<file path="config.mk">
export PLATFORM = sky130hd
export DESIGN_NAME = clk_en_gen
export DESIGN_NICKNAME = d
export VERILOG_FILES = /design/src/rtl/clk_en_gen.sv
export SDC_FILE = /design/constraint.sdc
export NUM_CORES = 1
export LEC_CHECK = 0
export CORE_AREA = 2 2 74 76
export DETAILED_ROUTE_END_ITERATION = 8
export DIE_AREA = 0 0 76 78
export PLACE_DENSITY = 0.83
export SLEW_MARGIN = 20
export SYNTH_ARGS = -nofsm -noshare
export SYNTH_HDL_FRONTEND = slang
export SYNTH_SLANG_ARGS = --single-unit
export TNS_END_PERCENT = 1
</file>
<file path="constraint.sdc">
create_clock -name clkin -period 3.3 [get_ports clkin]
set_input_delay 0.66 -clock clkin [delete_from_list [all_inputs] [get_ports clkin]]
set_output_delay 0.66 -clock clkin [all_outputs]
set_load 0.02 [all_outputs]
</file>
<file path="src/rtl/clk_en_gen.sv">
// Clock-enable generator for the clk0 fabric domain.
// Qualifies MMCM lock, releases a downstream reset once lock is stable, and
// produces NCH phase-aligned single-cycle clock enables with runtime-programmable
// divide ratios (shadowed, applied only on period boundaries).
module clk_en_gen #(
    parameter int unsigned NCH       = 2,
    parameter int unsigned DIV_W     = 8,
    parameter int unsigned LOCK_WAIT = 16,
    parameter int unsigned DEF_DIV   = 2,
    localparam int unsigned CH_W     = (NCH > 1) ? $clog2(NCH) : 1
) (
    input  logic             clkin,
    input  logic             rst_n,
    input  logic             locked,
    input  logic             cfg_we,
    input  logic [CH_W-1:0]  cfg_ch,
    input  logic [DIV_W-1:0] cfg_div,
    output logic             cfg_ack,
    output logic [NCH-1:0]   ce,
    output logic             ready,
    output logic             rst_out_n
);

    localparam int unsigned LCNT_W = (LOCK_WAIT > 1) ? $clog2(LOCK_WAIT) : 1;

    typedef enum logic [1:0] {
        WAIT_LOCK,
        COUNT,
        RUN
    } state_t;

    state_t            state;
    logic              lock_m;
    logic              lock_s;
    logic [LCNT_W-1:0] lcnt;
    logic              ch_valid;
    logic              running;

    logic [DIV_W-1:0]  cnt    [NCH];
    logic [DIV_W-1:0]  div    [NCH];
    logic [DIV_W-1:0]  shadow [NCH];

    // Channel index range check; trivially true when NCH fills the index space.
    generate
        if (NCH == (1 << CH_W)) begin : g_full_range
            assign ch_valid = 1'b1;
        end else begin : g_part_range
            assign ch_valid = (cfg_ch < CH_W'(NCH));
        end
    endgenerate

    // Channels only count while RUN is held; the edge that drops out of RUN
    // already sees lock_s low and clears them together with ready.
    assign running = (state == RUN) && lock_s;

    // Two-flop synchroniser for the asynchronous MMCM lock status.
    always_ff @(posedge clkin or negedge rst_n) begin
        if (!rst_n) begin
            lock_m <= 1'b0;
            lock_s <= 1'b0;
        end else begin
            lock_m <= locked;
            lock_s <= lock_m;
        end
    end

    // Lock qualification FSM; ready and rst_out_n are registered with the state.
    always_ff @(posedge clkin or negedge rst_n) begin
        if (!rst_n) begin
            state     <= WAIT_LOCK;
            lcnt      <= '0;
            ready     <= 1'b0;
            rst_out_n <= 1'b0;
        end else begin
            case (state)
                WAIT_LOCK: begin
                    if (lock_s) begin
                        state <= COUNT;
                        lcnt  <= '0;
                    end
                end
                COUNT: begin
                    if (!lock_s) begin
                        state <= WAIT_LOCK;
                    end else if (lcnt == LCNT_W'(LOCK_WAIT - 1)) begin
                        state     <= RUN;
                        ready     <= 1'b1;
                        rst_out_n <= 1'b1;
                    end else begin
                        lcnt <= lcnt + LCNT_W'(1);
                    end
                end
                RUN: begin
                    if (!lock_s) begin
                        state     <= WAIT_LOCK;
                        ready     <= 1'b0;
                        rst_out_n <= 1'b0;
                    end
                end
                default: begin
                    state     <= WAIT_LOCK;
                    ready     <= 1'b0;
                    rst_out_n <= 1'b0;
                end
            endcase
        end
    end

    // Write acknowledge: one-cycle pulse for every write to an existing channel.
    always_ff @(posedge clkin or negedge rst_n) begin
        if (!rst_n) begin
            cfg_ack <= 1'b0;
        end else begin
            cfg_ack <= cfg_we && ch_valid;
        end
    end

    // Per-channel divider: shadow captures writes, div reloads only when the
    // channel is idle or at its wrap edge so no period is truncated or merged.
    always_ff @(posedge clkin or negedge rst_n) begin
        if (!rst_n) begin
            ce <= '0;
            for (int unsigned i = 0; i < NCH; i++) begin
                cnt[i]    <= '0;
                div[i]    <= DIV_W'(DEF_DIV);
                shadow[i] <= DIV_W'(DEF_DIV);
            end
        end else begin
            for (int unsigned i = 0; i < NCH; i++) begin
                if (cfg_we && ch_valid && (cfg_ch == CH_W'(i))) begin
                    shadow[i] <= cfg_div;
                end
                if (!running || (div[i] == '0)) begin
                    cnt[i] <= '0;
                    ce[i]  <= 1'b0;
                    div[i] <= shadow[i];
                end else if (cnt[i] == (div[i] - DIV_W'(1))) begin
                    cnt[i] <= '0;
                    ce[i]  <= 1'b1;
                    div[i] <= shadow[i];
                end else begin
                    cnt[i] <= cnt[i] + DIV_W'(1);
                    ce[i]  <= 1'b0;
                end
            end
        end
    end

endmodule

</file>
### After elaboration in Yosys (flattened, before gate mapping)

Index checks and enable logic that the tools add are counted.

* register bits: 60
* bits of input ports: 13
* output and inout bits: 5
* word-level logic and storage cells: 71

* add/subtract/negate cells: 5
* eq/ne operators: 11
* muxes and demuxes: 25
* bitwise operators: 2
* reductions and logical operators: 15

Operators by type and width (number)
* 2-to-1 mux 8 bit: 8
* adder 8 x 1 -> 8 bit (second input constant): 2
* == test 8 bit: 2
* logical NOT 8 bit: 2
* subtractor 8 x 1 -> 8 bit (second input constant): 2
* 2-to-1 mux 4 bit: 3
* != test 2 bit (second input constant): 5
* 2-to-1 mux 2 bit: 4
* one-hot mux 4 bit (2 select lines): 1
* AND reduction 4 bit: 2
* 2-to-1 mux 1 bit: 7
* one-hot mux 2 bit (3 select lines): 1
* nonzero test 2 bit: 3
* adder 4 x 1 -> 4 bit (second input constant): 1
* == test 4 bit (second input constant): 1
* logical AND 1 bit: 3
* != test 3 bit (second input constant): 1
* one-hot mux 1 bit (3 select lines): 1
* AND reduction 3 bit: 1
* == test 2 x 1 -> 1 bit (second input constant): 1
* == test 2 bit (second input constant): 1
* logical NOT 2 bit: 1
* logical OR 1 bit: 2
* inverter 1 bit: 2
* logical NOT 1 bit: 1

### Longest topological paths before layout

Gate-level depths: netlist of run 1.

* depth in word-level cells: 5
* depth in mapped cells: 9
* depth with buffers taken out: 8

### Least setup slack after synthesis of run 1

No wires, ideal clock.

* path type: flip-flop to flip-flop
* start point: register div[11] (netlist name)
* end point: register div[11] (netlist name)
* setup time: 0.125 ns
* arrival: 2.145 ns
* data required time: 3.175 ns
* path slack: 1.030 ns
* cell stages (with the launch flop): 8
* path buffers: 1
* clock period less this slack: 2.270 ns
* cells stage by stage: dfrtp_1 buf_6 or3_4 or4_1 o21ai_1 a21oi_2 o21ai_4 mux2_2

* word-level cells in the longest chain between the ends: 3
* elaborated cells on any way between the ends: 6
* those cells by class: add/sub (1); eq/ne (1); mux (1); reduce/logical (3)

RTL lines
* start: declaration: RTL line 40 `logic [DIV_W-1:0] div [NCH];`
* start signal: indexed assignment: RTL line 125 `div[i] <= DIV_W'(DEF_DIV);`
* start signal: indexed assignment: RTL line 136 `div[i] <= shadow[i];`
* start signal: indexed assignment: RTL line 140 `div[i] <= shadow[i];`
* subtractor 8 x 1 -> 8 bit or logical NOT 8 bit (tied branches): RTL line 137, 133
* == test 8 bit or logical OR 1 bit (tied branches): RTL line 137, 133
* nonzero test 2 bit (no line) or 2-to-1 mux 8 bit (tied branches)

Several ways; a longest one is shown, not always the timed one.
A chain may end at the register's enable or synchronous reset.

### Worst setup path after layout of run 1

* start point: register div[3] (netlist name)
* end point: register div[3] (netlist name)

The elaborated chain is that of the path after synthesis.

==> impl_summary.md, run 1 <==
STA
Setup repair after global routing left no endpoint under its margin. The highest attainable clock frequency is 386 MHz. The final count of hold timing violations is 0. At the pin with the least slew margin, the transition time is 790 ps. The final hold slack is 360 ps. The final critical path takes up 78.6% of the cycle.

The final clock skew is 12.5 ps. In this run the tightest slew margin relative to its limit is 47.3%. The max-slew violation count is 0. For the finished layout, the period the worst path requires is 2590 ps.

The number of endpoints failing setup at the final stage is 0. Setup total negative slack on the finished layout was measured at 0 ps.

Synth
Synthesis inferred 60 register bits. The synthesized instance count is 257. The area of the mapped netlist is 0.00294 mm². Of all flip-flops after synthesis, the portion carrying an async set or reset was 100%. Counting every net in the synthesized netlist gives 277. For this run, the register share of the synthesized area comes to 51.2%. A synthesized cell averages 11.4 µm².

The Yosys step of the flow raised 0 warnings. The predominant post-synthesis flop cell is dfrtp_1. In this run, synthesis inferred 0 flip-flops with an integrated enable. The number of distinct library cell variants in the gate-level netlist after synthesis is 48.

Floorplanning
The area of the die is 0.00593 mm². The number of top-level pins is 18. The core area is 0.00504 mm².

After floorplanning, the core was divided into 26 placement rows. The horizontal extent of the die is 76 µm. In this run the vertical extent of the chip is 78 µm. The effective utilization at floorplan is 58.3%.

GRT
The wire length of the first global-routing pass is 9620 µm. The number of antenna violations at the first check in global routing is 0. Entering global routing, the biggest net connects 38 pins. After global routing the overflow that remains totals 0. The number of global-route vias before repair is 2019. Global routing consumed, over all layers together, 21.0% of the routing resources.

Layout
The fraction of the core area covered by cells at the end of the flow is 67.2%. The synthesis-to-finish area growth is 15.2%. The top cell types in the final layout, fill and taps aside, are dfrtp_1, mux2_2, nor2_1, xor2_1, clkdlybuf4s50_1. The count of inserted antenna diode cells is 0. The finished layout holds 351 standard cells, fillers aside. The fraction of final layout cells with drive strength greater than 1 is 18.5%. The final layout contains 296 nets. The most frequent standard cell in the layout excluding fill and tap cells is dfrtp_1.

Power and ir drop
The total power density per cell area is 576 mW/mm². The total power consumption of the routed design is 1950 µW. The leakage component of the power is 0.00144 µW.

Across the VDD grid, the largest voltage drop is 0.393 mV.

Hold path
The path type of the worst min-delay path is reg -> reg.

Routing
The number of iterations in the first detailed-routing pass is 4. The number of nets with antenna violations after detailed routing is 0. For this block, the via count after detailed routing is 2046. The DRC violation count after routing is 0. For this block, the routed nets add up to 5770 µm of wire. The violation count after the first detailed-route iteration is 119.

The number of vias per cell is 5.83. In the final routed layout, each cell accounts on average for 16.4 µm.

Clocking
The root cell of the clock tree is clkbuf_8. The CTS tree is built. The clock reaches the later pin of the worst-skew pair after 340 ps. The maximum count of clock buffers along a single path is 2. The post-CTS setup repair buffer count is 0. For this design, the sink count on the clock tree is 60.

Buffers inserted during clock tree synthesis total 9. The clock-pin slew on the worst setup and hold paths is 60 ps. The hold buffer count at cts is 0.

The quantity of gates resized following cts is 0. The H-tree depth is 3.

Place
The cell total after placement is 335. The HPWL after detailed placement is 3880 µm. The quantity of I/O buffers inserted on ports is 17. The routability congestion estimate is 0.855.

Critical path
The worst setup path is launched from a register. The worst setup path is captured at a register. In this run the worst path has a maximum fanout of 15. At the worst endpoint, the required time is 3520 ps. The class of the most critical setup path is reg -> reg. STA puts the critical path data arrival time at 2810 ps.

Flow run
Max-cap violations in this run came to 0.

Outcome
The run finished with clean final reports.
==> cells by family after synthesis <==
family / after synthesis / synth area share [%]
AND/OR/NAND/NOR: 83 / 15.3
multiplexers: 26 / 9.91
AO/OA/AOI/OAI: 39 / 9.79
buffers and inverters: 15 / 2.77
flip-flops: 60 / 51.2
adder cells (fa/ha/maj): 7 / 2.98
XOR/XNOR: 27 / 8.04
==> path summary, 6_finish.rpt <==
kind / startpoint / to / slack (ps) / depth (start not counted)
min reg2reg: lock_m / lock_s / 360 / 0
max in group asynchronous: rst_n / cnt[15] / 2080 / 2
min: lock_m / lock_s / 360 / 0
min in group asynchronous: rst_n / cnt[4] / 400 / 1
max reg2reg: div[3] / div[3] / 710 / 6
max: div[3] / div[3] / 710 / 6
==> sequential cells by signal, indices dropped and copies added, names as in the netlist <==
signal,flops
rst_out_n,1
lock_m,1
shadow,16
lock_s,1
state,2
ce,2
cfg_ack,1
cnt,16
lcnt,4
div,16
==> synthesized netlist by cell type, types with 2 or more instances <==
master	n	area share [%]
a22o_1	5	1.5
xnor2_1	11	3.3
nor3b_1	2	0.51
dfstp_2	4	3.6
nand2b_1	5	1.1
nor4b_1	2	0.60
nand2_1	8	1.0
or3_1	3	0.64
nand4_1	2	0.43
and3_1	7	1.5
buf_4	2	0.51
a32o_1	4	1.4
nor4_1	2	0.43
a21oi_1	5	0.85
buf_2	2	0.34
nor2_1	22	2.8
buf_6	2	0.77
o211ai_1	2	0.51
a31oi_1	3	0.64
xor2_1	16	4.8
nor3_1	5	0.85
nand3b_1	2	0.51
o21ai_0	9	1.5
and2_1	2	0.43
inv_1	5	0.64
a2bb2oi_1	2	0.60
clkbuf_1	4	0.51
mux2_2	25	9.6
nand3_1	11	1.9
nor2b_1	4	0.85
dfrtp_1	56	48
ha_1	7	3.0
==> area by class of cell <==
type                            instances  area (µm²)
Multi-Input combinational cell        182        1350
Clock buffer                           12         155
Inverter                                5        18.8
Clock inverter                          4        95.1
Tap cell                               70        87.6
Sequential cell                        60        1510
Timing Repair Buffer                   18         173
Fill cell                             373        1650
==> layer usage <==
| metal | track usage [%] | up-vias | part of all wire [%] |
|---|---|---|---|
| met3 | 5.35 | 14 | 5.4 |
| met4 | 10.2 | 0 | 2.0 |
| met5 | 0 | - | 0 |
| met2 | 32.6 | 71 | 48 |
| met1 | 27.8 | 1005 | 44 |
| li1 | - | 956 | - |
==> report_power, final <==
group          total (µW)  internal, µW  switching (µW)
sequential            882           809            72.9
clock                 830           542             288
combinational         238           127             111
total                1950          1480             472
==> worst max-delay path, cell delays in order (launching register included) <==
cell and delay, ps:
dfrtp_1 480, nor4_1 630, nand4_1 150, o211ai_1 150
o2111ai_1 210, nand2_1 470, mux2_2 390
==> through the flow <==
step	setup slack [ps]	cell area (µm²)
after floorplan	1030	2940
after detailed placement	735	3140
after CTS	715	3390
after global placement	826	3140
final	706	3390
after global routing	515	3390
(Power assumes the default switching activity.)
==> run 2: changes to the inputs <==
==> constraint.sdc (replaced) <==
create_clock -name clkin -period 2.6 [get_ports clkin]
set_input_delay 0.52 -clock clkin [delete_from_list [all_inputs] [get_ports clkin]]
set_output_delay 0.52 -clock clkin [all_outputs]
set_load 0.02 [all_outputs]
==> impl_summary.md, run 2 (synthesis gave the netlist of run 1 again) <==
Outcome
The flow ran to the end, and the final reports show no timing, DRC or antenna violations.

Critical path
In this run the critical register-to-register path is launched from div[11]. The worst flop-to-flop path endpoint is div[11]. The kind of launch point of the worst setup path is a register. The logic depth of the worst register-to-register path is 6 (unchanged). The highest net fanout along the worst path is 9 (-6). The worst setup path is captured at a register.

The reg-to-reg setup timing slack is 270 ps (-430 ps). The arrival time at the worst endpoint came to 2550 ps (-260 ps). The setup path with the least slack is of type reg -> reg. The required time at the endpoint of the critical path is 2820 ps (-700 ps).

Floorplanning
The horizontal extent of the die is 76 µm (unchanged). The number of top-level pins was 18 (unchanged). The area of the die was 0.00593 mm² (unchanged). The core area is 0.00504 mm² (unchanged). The count of standard-cell rows is 26 (unchanged).

The effective utilization at floorplan is 58.3% (unchanged). The overall die height is 78 µm (unchanged).

STA
The final hold slack is 195 ps (-165 ps). The sum of negative setup slack was 0 ps (unchanged). The transition time of the tightest slew-check pin was 608 ps (-182 ps). The final critical-path required period is 2330 ps (-266 ps). The number of endpoints failing setup at the final stage is 0 (unchanged). The final count of hold timing violations came to 0 (unchanged).

The highest attainable clock frequency is 430 MHz (+11%). The normalized max-slew margin is 59.5% (+12 points). The final clock skew is 6.15 ps (-6.35 ps). The max-slew violation count is 0 (unchanged).

Setup repair after global routing left no endpoint under its margin. The fraction of the cycle the final worst path needs is 89.5% (+11 points).

Layout
In the layout the commonest cells are dfrtp_1, mux2_2, nor2_1, xor2_1, clkdlybuf4s50_1. The count of fill cells added during filler insertion was 369 (-1.1%). The layout net count was 300 (+1.4%).

The largest registers in the layout are cnt (16), div (16), shadow (16). The area occupied by registers is 0.00151 mm² (unchanged). The area growth from synthesis to layout is 16.9%. The fraction of final layout cells with drive strength greater than 1 was 20.0% (+1.5 points). The count of inserted antenna diode cells is 0 (unchanged). The multi-input combinational cell area is 0.00136 mm² (+0.46%). The most frequent standard cell in the layout excluding fill and tap cells is dfrtp_1.

Place
The routability congestion estimate is 0.883 (+3.3%). The post-detailed-placement half-perimeter wirelength came to 3770 µm (-2.9%). The quantity of I/O buffers inserted on ports came to 17 (unchanged).

Routing
The total vias in the final route is 1989 (-2.8%). The violation count after the first detailed-route iteration is 84 (-29%). The average wire per standard cell was 14.8 µm (-10%).

The aggregate routed wire length is 5240 µm (-9.1%). The number of iterations in the first detailed-routing pass is 4 (unchanged). The number of nets with antenna violations after detailed routing came to 0 (unchanged). The number of vias per cell is 5.60 (-3.9%). The DRC violation count after routing is 0 (unchanged).

Power and ir drop
The total power density per cell area is 714 mW/mm² (+24%). The worst-case vdd ir drop came to 0.454 mV (+16%). The leakage component of the power was 0.00147 µW (+1.6%).

Hold path
The path type of the worst min-delay path is in -> async.

GRT
The wire length of the first global-routing pass is 8850 µm (-8.0%). The number of global-route vias before repair is 1885 (-6.6%). The total global routing track utilization came to 19.0% (-2.0 points). The maximum number of pins on one net before global-route repair is 34 (-11%). The remaining global-route overflow is 0 (unchanged).

The number of antenna violations at the first check in global routing is 0 (unchanged).

Clocking
The root buffer cell chosen for the clock tree is clkbuf_8. The clock latency on the worst-skew pair was 330 ps (about the same). The total number of clock tree sinks is 60 (unchanged). The CTS buffer count is 9 (unchanged). The H-tree depth came to 3 (unchanged). The maximum count of clock buffers along a single path was 2 (unchanged). The hold buffer count at cts is 0 (unchanged). TritonCTS built the clock tree. The post-CTS setup repair buffer count came to 0 (unchanged). The clock-pin slew on the worst setup and hold paths is 70 ps (about the same).

Flow run
The max-cap check violation count is 0 (unchanged).
-- run 2: cell count changes in the layout (fill, tap and decap cells not counted) --
cell    previous run  this run
nor4_1             2         1
buf_4              1         4
buf_12             0         1
nor4_2             0         1
-- run 2: power breakdown --
part           leakage (µW)  internal (µW)  switching [µW]
clock network      0.000127            688             343
registers          0.000750           1030            90.8
logic              0.000592            167             138
-- run 2: how the worst max path moves through the flow --
stage / from / endpoint / slack [ps] / cells past startpoint
CTS: div[3] / div[3] / 220 / 6
global placement: div[11] / div[12] / 320 / 6
detailed placement: div[3] / div[3] / 230 / 6
finish: div[11] / div[11] / 270 / 6
floorplan: div[11] / div[11] / 330 / 7
global route: div[0] / div[6] / 70 / 8
-- run 2: repair_timing --
| item | CTS | global route |
|---|---|---|
| endpoints found under the setup margin | 0 | 5 |
| resized for setup | 0 | 1 |
| endpoints found under the hold margin | 0 | 0 |
-- run 2: final cells by class --
| class | count | area share, % |
|---|---|---|
| Sequential cell | 60 | 43.8 |
| Multi-Input combinational cell | 182 | 39.5 |
| Timing Repair Buffer | 22 | 6.26 |
| Clock buffer | 12 | 4.51 |
| Clock inverter | 4 | 2.77 |
| Tap cell | 70 | 2.55 |
| Inverter | 5 | 0.546 |
-- run 2: metrics by stage --
| stage | worst slack, ps | std cells | instance area [µm²] | total power [µW] | utilization, % |
|---|---|---|---|---|---|
| CTS | 216 | 355 | 3430 | 2470 | 68.0 |
| global route | 70.5 | 355 | 3440 | 2560 | 68.2 |
| detailed placement | 227 | 339 | 3180 | 1440 | 63.1 |
| floorplan | 330 | 257 | 2940 | 1330 | - |
| global placement | 322 | 339 | 3180 | 1420 | 63.1 |
| finish | 272 | 355 | 3440 | 2450 | 68.2 |
-- run 2: per-layer routing --
metal	track usage, %	share of wire [%]
met5	0	0
met4	8.73	1.8
met3	3.95	4.7
met2	28.6	46
met1	26.7	48
-- run 2: critical path, cell delays in order, from the launching register on --
cell and delay (ps):
dfrtp_1 460, or3_4 430, or4_1 520, o21ai_1 110
a21oi_2 110, o21ai_4 220, mux2_2 360
==> run 3: changes to the inputs <==
--- a/config.mk
+++ b/config.mk
@@ -5,6 +5,7 @@
 export SDC_FILE = /design/constraint.sdc
 export NUM_CORES = 1
 export LEC_CHECK = 0
+export CAP_MARGIN = 30
 export CORE_AREA = 2 2 74 76
 export DETAILED_ROUTE_END_ITERATION = 8
 export DIE_AREA = 0 0 76 78
@@ -13,4 +14,3 @@
 export SYNTH_ARGS = -nofsm -noshare
 export SYNTH_HDL_FRONTEND = slang
 export SYNTH_SLANG_ARGS = --single-unit
-export TNS_END_PERCENT = 1
==> results of run 3 <==
Same layout as run 2: the final DEF is identical, and so are final timing and power.
